[config.mk]
export PLATFORM = sky130hd
export DESIGN_NAME = pll_reset_sequencer
export DESIGN_NICKNAME = d
export VERILOG_FILES = /design/src/rtl/pll_reset_sequencer.sv
export SDC_FILE = /design/constraint.sdc
export NUM_CORES = 1
export LEC_CHECK = 0
export CAP_MARGIN = 20
export CORE_AREA = 2 2 75 77
export CTS_CLUSTER_DIAMETER = 80
export DETAILED_ROUTE_END_ITERATION = 7
export DIE_AREA = 0 0 77 79
export PLACE_DENSITY_LB_ADDON = 0.12
export SETUP_SLACK_MARGIN = 0.05
export SLEW_MARGIN = 20
export SYNTH_ARGS = -nofsm -noshare
export SYNTH_HDL_FRONTEND = slang
export SYNTH_SLANG_ARGS = --single-unit
[constraint.sdc]
create_clock -name clk -period 4.4 [get_ports clk]
set_clock_uncertainty 0.15 [all_clocks]
set_input_delay 1.32 -clock clk [delete_from_list [all_inputs] [get_ports clk]]
set_output_delay 1.32 -clock clk [all_outputs]
set_load 0.02 [all_outputs]
[src/rtl/pll_reset_sequencer.sv]
// PLL power-down / lock-qualification sequencer with bounded lock retries.
// Optional macro PLL_SEQ_LOSS_COUNT_EN adds the lock_loss_count output.
module pll_reset_sequencer #(
  parameter int PD_HOLD_CYCLES      = 100,
  parameter int LOCK_STABLE_CYCLES  = 256,
  parameter int LOCK_TIMEOUT_CYCLES = 65536,
  parameter int MCGB_DELAY_CYCLES   = 16,
  parameter int MAX_RETRIES         = 3,
  parameter int CNT_W               = 17
) (
  input  logic       clk,
  input  logic       reset,
  input  logic       pll_locked,
  input  logic       pll_powerdown_a,
  input  logic       pll_powerdown_b,
  input  logic       clear_sticky,
  output logic       pll_powerdown,
  output logic       mcgb_rst,
  output logic       pll_locked_q,
  output logic       lock_lost,
  output logic       seq_fail,
  output logic [1:0] retry_cnt
`ifdef PLL_SEQ_LOSS_COUNT_EN
  ,
  output logic [7:0] lock_loss_count
`endif
);

  typedef enum logic [2:0] {
    S_PWRDN,
    S_WAIT_LOCK,
    S_MCGB_WAIT,
    S_LOCKED,
    S_FAIL
  } state_t;

  localparam logic [CNT_W-1:0] PD_LD = CNT_W'(PD_HOLD_CYCLES - 1);
  localparam logic [CNT_W-1:0] ST_LD = CNT_W'(LOCK_STABLE_CYCLES - 1);
  localparam logic [CNT_W-1:0] TO_LD = CNT_W'(LOCK_TIMEOUT_CYCLES - 1);
  localparam logic [CNT_W-1:0] MG_LD = CNT_W'(MCGB_DELAY_CYCLES - 1);
  localparam logic [31:0]      MAX_R = MAX_RETRIES;

  state_t           r_state, w_state_nxt;
  logic [CNT_W-1:0] r_cnt, w_cnt_nxt;
  logic [CNT_W-1:0] r_to, w_to_nxt;
  logic [1:0]       r_retry, w_retry_nxt;
  logic             r_lk_s1, r_lk_s;
  logic             r_req_s1, r_req_s, r_req_d;
  logic             r_pd, r_mcgb, r_lq, r_lost, r_fail;
  logic             w_lost_set;
  logic [2:0]       w_retry_inc;
  logic [1:0]       w_retry_sat;

  assign w_retry_inc = {1'b0, r_retry} + 3'd1;
  assign w_retry_sat = (r_retry == 2'd3) ? 2'd3 : w_retry_inc[1:0];

  // Two-flop synchronizers for raw lock and combined powerdown request
  always_ff @(posedge clk or posedge reset) begin
    if (reset) begin
      r_lk_s1  <= 1'b0;
      r_lk_s   <= 1'b0;
      r_req_s1 <= 1'b0;
      r_req_s  <= 1'b0;
      r_req_d  <= 1'b0;
    end else begin
      r_lk_s1  <= pll_locked;
      r_lk_s   <= r_lk_s1;
      r_req_s1 <= pll_powerdown_a | pll_powerdown_b;
      r_req_s  <= r_req_s1;
      r_req_d  <= r_req_s;
    end
  end

  // Next state, counter reloads and retry bookkeeping
  always_comb begin
    w_state_nxt = r_state;
    w_cnt_nxt   = r_cnt;
    w_to_nxt    = r_to;
    w_retry_nxt = r_retry;
    w_lost_set  = 1'b0;
    unique case (r_state)
      S_PWRDN: begin
        if (r_req_s) begin
          w_cnt_nxt = PD_LD;
        end else if (r_cnt == '0) begin
          w_state_nxt = S_WAIT_LOCK;
          w_cnt_nxt   = ST_LD;
          w_to_nxt    = TO_LD;
        end else begin
          w_cnt_nxt = r_cnt - 1'b1;
        end
      end
      S_WAIT_LOCK: begin
        if (r_req_s) begin
          w_state_nxt = S_PWRDN;
          w_cnt_nxt   = PD_LD;
          w_retry_nxt = 2'd0;
        end else if (r_lk_s && r_cnt == '0) begin
          w_state_nxt = S_MCGB_WAIT;
          w_cnt_nxt   = MG_LD;
        end else if (r_to == '0) begin
          w_retry_nxt = w_retry_sat;
          w_cnt_nxt   = PD_LD;
          w_state_nxt = ({29'd0, w_retry_inc} > MAX_R) ? S_FAIL : S_PWRDN;
        end else begin
          w_to_nxt  = r_to - 1'b1;
          w_cnt_nxt = r_lk_s ? r_cnt - 1'b1 : ST_LD;
        end
      end
      S_MCGB_WAIT: begin
        if (r_req_s) begin
          w_state_nxt = S_PWRDN;
          w_cnt_nxt   = PD_LD;
          w_retry_nxt = 2'd0;
        end else if (!r_lk_s) begin
          w_state_nxt = S_PWRDN;
          w_cnt_nxt   = PD_LD;
        end else if (r_cnt == '0) begin
          w_state_nxt = S_LOCKED;
        end else begin
          w_cnt_nxt = r_cnt - 1'b1;
        end
      end
      S_LOCKED: begin
        if (r_req_s) begin
          w_state_nxt = S_PWRDN;
          w_cnt_nxt   = PD_LD;
          w_retry_nxt = 2'd0;
        end else if (!r_lk_s) begin
          w_state_nxt = S_PWRDN;
          w_cnt_nxt   = PD_LD;
          w_retry_nxt = 2'd0;
          w_lost_set  = 1'b1;
        end
      end
      S_FAIL: begin
        if (r_req_s && !r_req_d) begin
          w_state_nxt = S_PWRDN;
          w_cnt_nxt   = PD_LD;
          w_retry_nxt = 2'd0;
        end
      end
      default: begin
        w_state_nxt = S_PWRDN;
        w_cnt_nxt   = PD_LD;
      end
    endcase
  end

  // State, counters and outputs registered from the next state
  always_ff @(posedge clk or posedge reset) begin
    if (reset) begin
      r_state <= S_PWRDN;
      r_cnt   <= PD_LD;
      r_to    <= '0;
      r_retry <= 2'd0;
      r_pd    <= 1'b1;
      r_mcgb  <= 1'b1;
      r_lq    <= 1'b0;
      r_fail  <= 1'b0;
      r_lost  <= 1'b0;
    end else begin
      r_state <= w_state_nxt;
      r_cnt   <= w_cnt_nxt;
      r_to    <= w_to_nxt;
      r_retry <= w_retry_nxt;
      r_pd    <= (w_state_nxt == S_PWRDN) || (w_state_nxt == S_FAIL);
      r_mcgb  <= (w_state_nxt != S_LOCKED);
      r_lq    <= (w_state_nxt == S_LOCKED);
      r_fail  <= (w_state_nxt == S_FAIL);
      if (w_lost_set)        r_lost <= 1'b1;
      else if (clear_sticky) r_lost <= 1'b0;
    end
  end

  assign pll_powerdown = r_pd;
  assign mcgb_rst      = r_mcgb;
  assign pll_locked_q  = r_lq;
  assign lock_lost     = r_lost;
  assign seq_fail      = r_fail;
  assign retry_cnt     = r_retry;

`ifdef PLL_SEQ_LOSS_COUNT_EN
  logic [7:0] r_llc;

  // Saturating lock-loss counter; a loss coinciding with a clear counts as one
  always_ff @(posedge clk or posedge reset) begin
    if (reset) begin
      r_llc <= 8'd0;
    end else if (w_lost_set) begin
      if (clear_sticky)        r_llc <= 8'd1;
      else if (r_llc != 8'hFF) r_llc <= r_llc + 8'd1;
    end else if (clear_sticky) begin
      r_llc <= 8'd0;
    end
  end

  assign lock_loss_count = r_llc;
`endif

endmodule

# Yosys cells after proc, flatten, opt, wreduce, memory -nomap -nowiden
# Index checks and enable logic that the tools add are counted.
# word_totals
ff_bits	49
output_inout_bits	7
wordCells	98
inputBits	6
# classes
n_lt_le_gt_ge	1
n_addsub	3
mux	46
reduce_logical	14
n_bitwise	1
n_eq_ne	19
# ops
cell	n
2-to-1 mux 17 bit	17
one-hot mux 17 bit (5 select lines)	1
2-to-1 mux 3 bit	12
logical NOT 17 bit	2
one-hot mux 17 bit (2 select lines)	1
subtractor 17 x 1 -> 17 bit (second input constant)	2
2-to-1 mux 2 bit	8
one-hot mux 3 bit (5 select lines)	1
!= test 2 bit (second input constant)	7
AND reduction 6 bit	2
== test 3 x 2 -> 1 bit (second input constant)	3
!= test 3 bit (second input constant)	3
one-hot mux 2 bit (4 select lines)	1
== test 3 bit (second input constant)	2
logical NOT 3 bit	2
2-to-1 mux 1 bit	5
!= test 4 bit (second input constant)	1
nonzero test 2 bit	2
nonzero test 4 bit	1
adder 2 x 1 -> 3 bit (second input constant)	1
== test 3 x 1 -> 1 bit (second input constant)	1
greater-than comparator 3 x 2 -> 1 bit (second input constant)	1
!= test 3 x 2 -> 1 bit (second input constant)	1
AND reduction 3 bit	1
5 further kinds	6

# Logic depth before layout (Yosys ltp)
# Gate-level depths: netlist of the first run.
# logic_depth
ltp_word	9
ltp_mapped	10
depth_no_buf	8

# Worst setup path before layout of the first run
# OpenSTA, ideal clock, no wires.
# synth_path
kind	reg-to-reg
from	reg r_cnt[0]
to	reg r_to[6]
arrival_time_ns	2.330
n_path_buf	2
setup_slack_ns	1.787
stages_incl_launch_ff	11
t_required_ns	4.116
period_less_slack_ns	2.613
setup_time_ns	0.134
cell_sequence	dfstp_2 -> inv_1 -> ha_1 -> nor4b_1 -> and4_1 -> clkbuf_1 -> a31o_2 -> buf_4 -> a2111oi_2 -> xnor2_1 -> nand2_1
# synth_via
elab_chain_len	4
elab_cells_between_ends	5
cone_classes	2 x eq/ne; 3 x reduce/logical
# synth_rtl
item	line_no	text
from (decl)	44	logic [CNT_W-1:0] r_cnt, w_cnt_nxt;
from (signal assigned)	164	r_cnt <= w_cnt_nxt;
logical NOT 17 bit *	85, 98	
logical AND 1 bit	98	end else if (r_lk_s && r_cnt == '0) begin
!= test 2 bit (no source line)	-	
AND reduction 6 bit (no source line) *	-	
to (signal assigned)	165	r_to <= w_to_nxt;
to (decl)	45	logic [CNT_W-1:0] r_to, w_to_nxt;
# Every way passes the cells marked *; elsewhere a longest branch is shown, timed or not.
# A chain may end at the register's enable or synchronous reset.

# Worst setup path after layout of the first run
# layout_path
from	reg r_state[2]
to	reg r_to[16]
# layout_via
elab_chain_len	3
elab_cells_between_ends	10
cone_classes	6 x eq/ne; 1 x mux; 3 x reduce/logical
# layout_rtl
item	line_no	text
from (decl)	43	state_t r_state, w_state_nxt;
from (signal assigned)	163	r_state <= w_state_nxt;
== test 3 x 1 -> 1 bit or logical NOT 3 bit (tied branches)	81	unique case (r_state)
!= test 2 bit (no source line) or nonzero test 2 bit (tied branches)	-	
AND reduction 6 bit (no source line)	-	
# Several ways; a longest one is shown, not always the timed one.

==> impl_metrics.csv, run 1 <==
group,metric,value,unit
run_status,status,"finished clean",
synthesis,synth_top_area_share,37.1,%
place,dpl.hpwl,4370,um
sta,tightest_slew,0.852,ns
clock_network,clk_root_buffer_cell,"clkbuf_8",
place,placed_area,3050,um2
clock_network,hold_buffers,0,
sta,layout_setup_ws,1.32,ns
synthesis,ys_types,61,
worst_setup_path,crit_path_max_incr_delay,0.65,ns
floorplan,dieArea,6080,um2
sta,tns,0,ns
detailed_routing,ant_nets,0,
floorplan,die_h,79,um
sta,hold_viol,0,
synthesis,synthTopCellsByCount,"dfrtp_1, nand2_1, nor2_1, inv_1, a21oi_1",
synthesis,ys_ff_latch,49,
power,vdd_drop_max,0.175,mV
cells_and_area,fillerInstances,498,
sta,whs,0.205,ns
place,gp_congestion,0.805,
worst_setup_path,critPathCaptureType,"flop",
detailed_routing,via_per_inst,6.26,
worst_setup_path,start_kind,"flop",
clock_network,cts_buffers,5,
global_route,grt_max_degree,50,
synthesis,synth_edf_count,0,
floorplan,start_util,54.3,%
power,p_per_area,252,nW/um2
power,total_power,0.793,mW
synthesis,ys_seq_area_share,42.6,%
worst_setup_path,cp.required,4.45,ns
floorplan,die_w,77,um
place,dp_slack,1.39,ns
min_path,min_path_type,"flop to flop",
sta,rsz0062_at_grt,"false",
cells_and_area,fin_area,3150,um2
sta,relSlewSlack,43.1,%
detailed_routing,drt_wl_total,6350,um
synthesis,synth_nets,319,
worst_setup_path,worstSetupPathType,"flop to flop",
clock_network,htreeDepth,2,
clock_network,numClockSinks,49,
worst_setup_path,worst-path-max-fanout,27,
synthesis,ys_warn_count,0,
cells_and_area,nets,325,
clock_network,cts_tree,"done",
detailed_routing,dr.first_iter.drc_count,149,
floorplan,num_rows,27,
place,io_buffer_count,12,
power,leakagePower,1.12,nW
cells_and_area,drive_gt1_share,11.7,%
synthesis,syn_area,2900,um2
cells_and_area,fin_cells,388,
synthesis,synth-async-reset-ratio,100,%
detailed_routing,num_vias,2429,
worst_setup_path,crit_family,"simple AND/OR/NAND/NOR gates",
synthesis,synth_ff_type,"dfrtp_1",
worst_setup_path,cp.arrival,3.13,ns
synthesis,synth_area_leaders,"dfrtp_1, dfstp_2, a2111oi_2, xnor2_1, nand2_1",
worst_setup_path,critPathBufInv,0,
sta,fmax,325,MHz
synthesis,yosys.area.top_type,"dfrtp_1",
worst_setup_path,cp_cell_sequence,"or2_2 -> nor3_1 -> nand3_4 -> a21oi_4 -> a31oi_1 -> o21a_1",
sta,fin_crit,3.08,ns
detailed_routing,wl_per_cell,16.4,um
floorplan,core_area,5340,um2
place,dpl.cell_count,380,
detailed_routing,drt-pass1-iter-count,5,
floorplan,ios,13,
clock_network,insertion_delay,0.31,ns
global_route,grt_pass1_wl,10800,um
global_route,first_global_vias,2241,
clock_network,cts_setup_buffers,0,
worst_setup_path,crit_path_top_delay_cell,"nor3_1",
global_route,antenna_found_initial,0,
cells_and_area,syn_to_final_growth,8.55,%
sta,finalSetupViolCount,0,
synthesis,synth_cells,309,
global_route,grt_use_total,22.2,%
job,drv_cap,0,
sta,period_share,70.0,%
sta,slew_violations,0,
synthesis,syn_avg_cell_area,9.38,um2
detailed_routing,remaining_drc_errors,0,
cells_and_area,num_antenna_cells,0,
global_route,overflow,0,
clock_network,cts_resized,0,
clock_network,clk_pin_slew_worst_paths,0.09,ns
clock_network,clock_path_buffers,2,
synthesis,yosysMostFrequentCell,"dfrtp_1",
cells_and_area,utilization,59.0,%
[registers in the layout, indices dropped and copies added, names as in the netlist]
name and cells:
pll_powerdown 1, r_req_s1 1, r_req_s 1, seq_fail 1, mcgb_rst 1, r_state 3, r_cnt 17, retry_cnt 2
r_to 17, lock_lost 1, r_lk_s 1, r_lk_s1 1, pll_locked_q 1, r_req_d 1
[layout by cell type (no fill, tap or decap), types with 4 or more instances in the layout]
| cell | count |
|---|---|
| nand4_1 | 4 |
| a31oi_1 | 8 |
| xor2_1 | 8 |
| nor2_1 | 27 |
| xnor2_1 | 12 |
| nor3_1 | 10 |
| nand3_1 | 10 |
| o21ai_0 | 11 |
| a2111oi_2 | 7 |
| or3_1 | 4 |
| o21a_1 | 5 |
| clkdlybuf4s50_1 | 12 |
| or2_2 | 4 |
| nor4_1 | 6 |
| a21oi_1 | 16 |
| inv_1 | 18 |
| dfrtp_1 | 43 |
| dfstp_2 | 6 |
| a21o_1 | 4 |
| ha_1 | 4 |
| nand2_1 | 27 |
| clkbuf_8 | 6 |
[layout make-up]
type / instances / area [um2] / share of cell area, %
timing repair buffer: 14 / 135 / 4.29
multi-input combinational: 226 / 1520 / 48.3
clock buffer: 6 / 82.6 / 2.62
sequential: 49 / 1230 / 39.2
tap: 72 / 90.1 / 2.86
inverter: 19 / 72.6 / 2.31
clock inverter: 2 / 13.8 / 0.437
[worst reg2reg max path, cell delays in order, from the launching register on]
cell	delay (ns)
dfrtp_1	0.53
or2_2	0.39
nor3_1	0.65
nand3_4	0.43
a21oi_4	0.48
a31oi_1	0.15
o21a_1	0.20
[where the power goes]
part	internal, mW	switching, mW
Sequential	0.457	0.00787
Combinational	0.0172	0.0268
Clock	0.128	0.156
Total	0.602	0.191
[worst paths after layout]
kind	from	endpoint	slack [ns]	depth (start not counted)
max reg2reg	r_state[2]	r_to[16]	1.32	6
min	r_req_s1	r_req_s	0.21	0
max in group asynchronous	reset	r_req_d	2.27	2
min reg2reg	r_req_s1	r_req_s	0.21	0
max	r_state[2]	r_to[16]	1.32	6
min in group asynchronous	reset	r_to[11]	1.32	2
[per-layer routing]
| metal | GRT usage [%] | wire length [um] |
|---|---|---|
| met5 | 0 | 0 |
| met2 | 36.8 | 3110 |
| met1 | 30.8 | 2890 |
| met3 | 2.50 | 260 |
| met4 | 6.96 | 93 |
[cells by family (layout without fill, tap and decap cells)]
| kind of cell | after synthesis | in the layout | synth area share, % |
|---|---|---|---|
| compound gates | 84 | 84 | 22.5 |
| xor+xnor | 20 | 20 | 6.04 |
| fa+ha+maj | 4 | 4 | 1.73 |
| buf+inv | 34 | 41 | 5.05 |
| flops | 49 | 49 | 42.6 |
| mux | 1 | 1 | 0.388 |
| simple gates | 117 | 117 | 21.8 |
Note: power is estimated with default switching activity, not from simulation.
==> run 2: changes to the inputs <==
==> constraint.sdc (replaced) <==
create_clock -name clk -period 2.9 [get_ports clk]
set_clock_uncertainty 0.15 [all_clocks]
set_input_delay 0.87 -clock clk [delete_from_list [all_inputs] [get_ports clk]]
set_output_delay 0.87 -clock clk [all_outputs]
set_load 0.02 [all_outputs]
==> run 2 against run 1 <==
  * Non-clock buffer count increased by 17
  * Die area stayed put
  * Via count down 0.25%
  * Clock-buffer cell count is the same
  * Global-route usage is 0.23 points higher
  * Largest cell class unchanged
  * Wire length grew 0.72%
  * Clock power up 49%
  * Sequential cell count did not move
  * Largest power group unchanged
  * Combinational power increased by 71%
  * Sequential share of layout area down 1.7 points
  * Fmax up 14%
==> impl_metrics.csv, run 2 (synthesized netlist as in run 1, its figures left out) <==
group,metric,value,unit
detailed_routing,drt-pass1-iter-count,4,
worst_setup_path,worst_r2r_endpoint,"r_to[9]",
clock_network,clk_root_buffer_cell,"clkbuf_8",
sta,period_share,93.0,%
sta,hold_viol,0,
min_path,holdPathEnd,"r_req_s",
floorplan,die_w,77,um
worst_setup_path,worstSetupPathType,"flop to flop",
power,leakagePower,1.21,nW
floorplan,dieArea,6080,um2
global_route,grt_pass1_wl,10900,um
cells_and_area,utilization,61.6,%
detailed_routing,remaining_drc_errors,0,
global_route,grt_max_degree,31,
floorplan,die_h,79,um
job,drv_cap,0,
clock_network,cts_setup_buffers,0,
cells_and_area,mostFrequentLayoutCells,"dfrtp_1, nand2_1, nor2_1, inv_1, buf_4",
power,p_per_area,366,nW/um2
sta,rsz0062_at_grt,"false",
clock_network,insertion_delay,0.30,ns
detailed_routing,ant_nets,0,
sta,slew_violations,0,
place,gp_congestion,0.849,
detailed_routing,dr.first_iter.drc_count,143,
min_path,min_path_type,"flop to flop",
cells_and_area,syn_to_final_growth,13.3,%
clock_network,cts_resized,0,
detailed_routing,wl_per_cell,15.8,um
min_path,hold_path_startpoint,"r_req_s1",
worst_setup_path,cp.required,2.94,ns
cells_and_area,drive_gt1_share,16.2,%
clock_network,cts_tree,"done",
sta,tns,0,ns
floorplan,num_rows,27,
floorplan,core_area,5340,um2
clock_network,clock_path_buffers,2,
global_route,overflow,0,
cells_and_area,nets,342,
detailed_routing,via_per_inst,5.98,
worst_setup_path,r2r-start,"r_cnt[0]",
place,dpl.hpwl,4700,um
sta,tightest_slew,0.584,ns
worst_setup_path,cp.arrival,2.74,ns
run_status,status,"finished clean",
clock_network,htreeDepth,2,
cells_and_area,fillerInstances,461,
power,vdd_drop_max,0.211,mV
power,total_power,1.20,mW
cells_and_area,top_regs,"r_cnt: 17 flops, r_to: 17 flops, r_state: 3 flops",
worst_setup_path,critPathCaptureType,"flop",
worst_setup_path,r2r_cells,9,
floorplan,start_util,54.3,%
worst_setup_path,start_kind,"flop",
clock_network,numClockSinks,49,
clock_network,hold_buffers,0,
sta,finalSetupViolCount,0,
cells_and_area,num_antenna_cells,0,
global_route,antenna_found_initial,0,
worst_setup_path,crit_path_top_delay_cell,"dfstp_2",
sta,relSlewSlack,60.7,%
clock_network,cts_buffers,5,
worst_setup_path,cp_cell_sequence,"inv_1 -> ha_1 -> nor4b_1 -> and4_1 -> a31o_2 -> buf_4 -> a2111oi_2 -> xnor2_1 -> nand2_1",
cells_and_area,regArea,1230,um2
floorplan,ios,13,
cells_and_area,multi_input_area,1520,um2
detailed_routing,drt_wl_total,6400,um
global_route,first_global_vias,2338,
detailed_routing,num_vias,2423,
sta,fmax,371,MHz
worst_setup_path,r2r_slack,0.20,ns
worst_setup_path,worst-path-max-fanout,12,
place,io_buffer_count,12,
clock_network,clk_pin_slew_worst_paths,0.09,ns
global_route,grt_use_total,22.4,%
worst_setup_path,crit_path_max_incr_delay,0.56,ns
cells_and_area,final_common_cell,"dfrtp_1",
min_path,whs_path_depth,0,
sta,fin_crit,2.70,ns
run 2: per-stage QoR:
stage                     setup slack (ns)  std cells  instance area (um2)  hold slack (ns)
after CTS                            0.187        405                 3290            0.212
after global routing                0.0505        405                 3290            0.216
after floorplan                      0.287        309                 2900            0.181
final                                0.202        405                 3290            0.208
after global placement               0.285        397                 3190            0.183
after detailed placement             0.201        397                 3190            0.190
run 2: area by class of cell:
| cell class | count | area share, % |
|---|---|---|
| Sequential cell | 49 | 37.5 |
| Clock buffer | 6 | 2.51 |
| Multi-Input combinational cell | 226 | 46.2 |
| Timing Repair Buffer | 31 | 8.38 |
| Inverter | 19 | 2.17 |
| Clock inverter | 2 | 0.419 |
| Tap cell | 72 | 2.74 |
run 2: critical path: cells and delay by family (launching register included):
family,cells,cell delay [ns]
fa+ha+maj,1,0.19
flops,1,0.56
buf+inv,2,0.27
xor+xnor,1,0.17
simple gates,3,0.49
compound gates,2,0.74
run 2: worst max-delay path by stage:
stage | startpoint | to | cells past startpoint
final | r_cnt[0] | r_to[9] | 9
after global routing | r_cnt[0] | r_to[11] | 9
after CTS | r_cnt[0] | r_to[9] | 9
after detailed placement | r_cnt[0] | r_to[9] | 9
after global placement | r_cnt[0] | r_to[13] | 9
after floorplan | r_cnt[0] | r_to[6] | 10
run 2: per-layer routing:
metal / vias up / part of all wire (%) / global-route usage, %
met5: - / 0 / 0
met4: 0 / 1.1 / 6.96
met3: 11 / 3.7 / 3.41
met2: 58 / 49 / 37.1
met1: 1174 / 46 / 30.6
li1: 1180 / - / -
run 2: report_power, final:
part	internal, mW	total, mW	switching (mW)	leakage [nW]
clock	0.194	0.424	0.230	0.0512
sequential	0.694	0.704	0.0104	0.566
combinational	0.0316	0.0751	0.0435	0.596
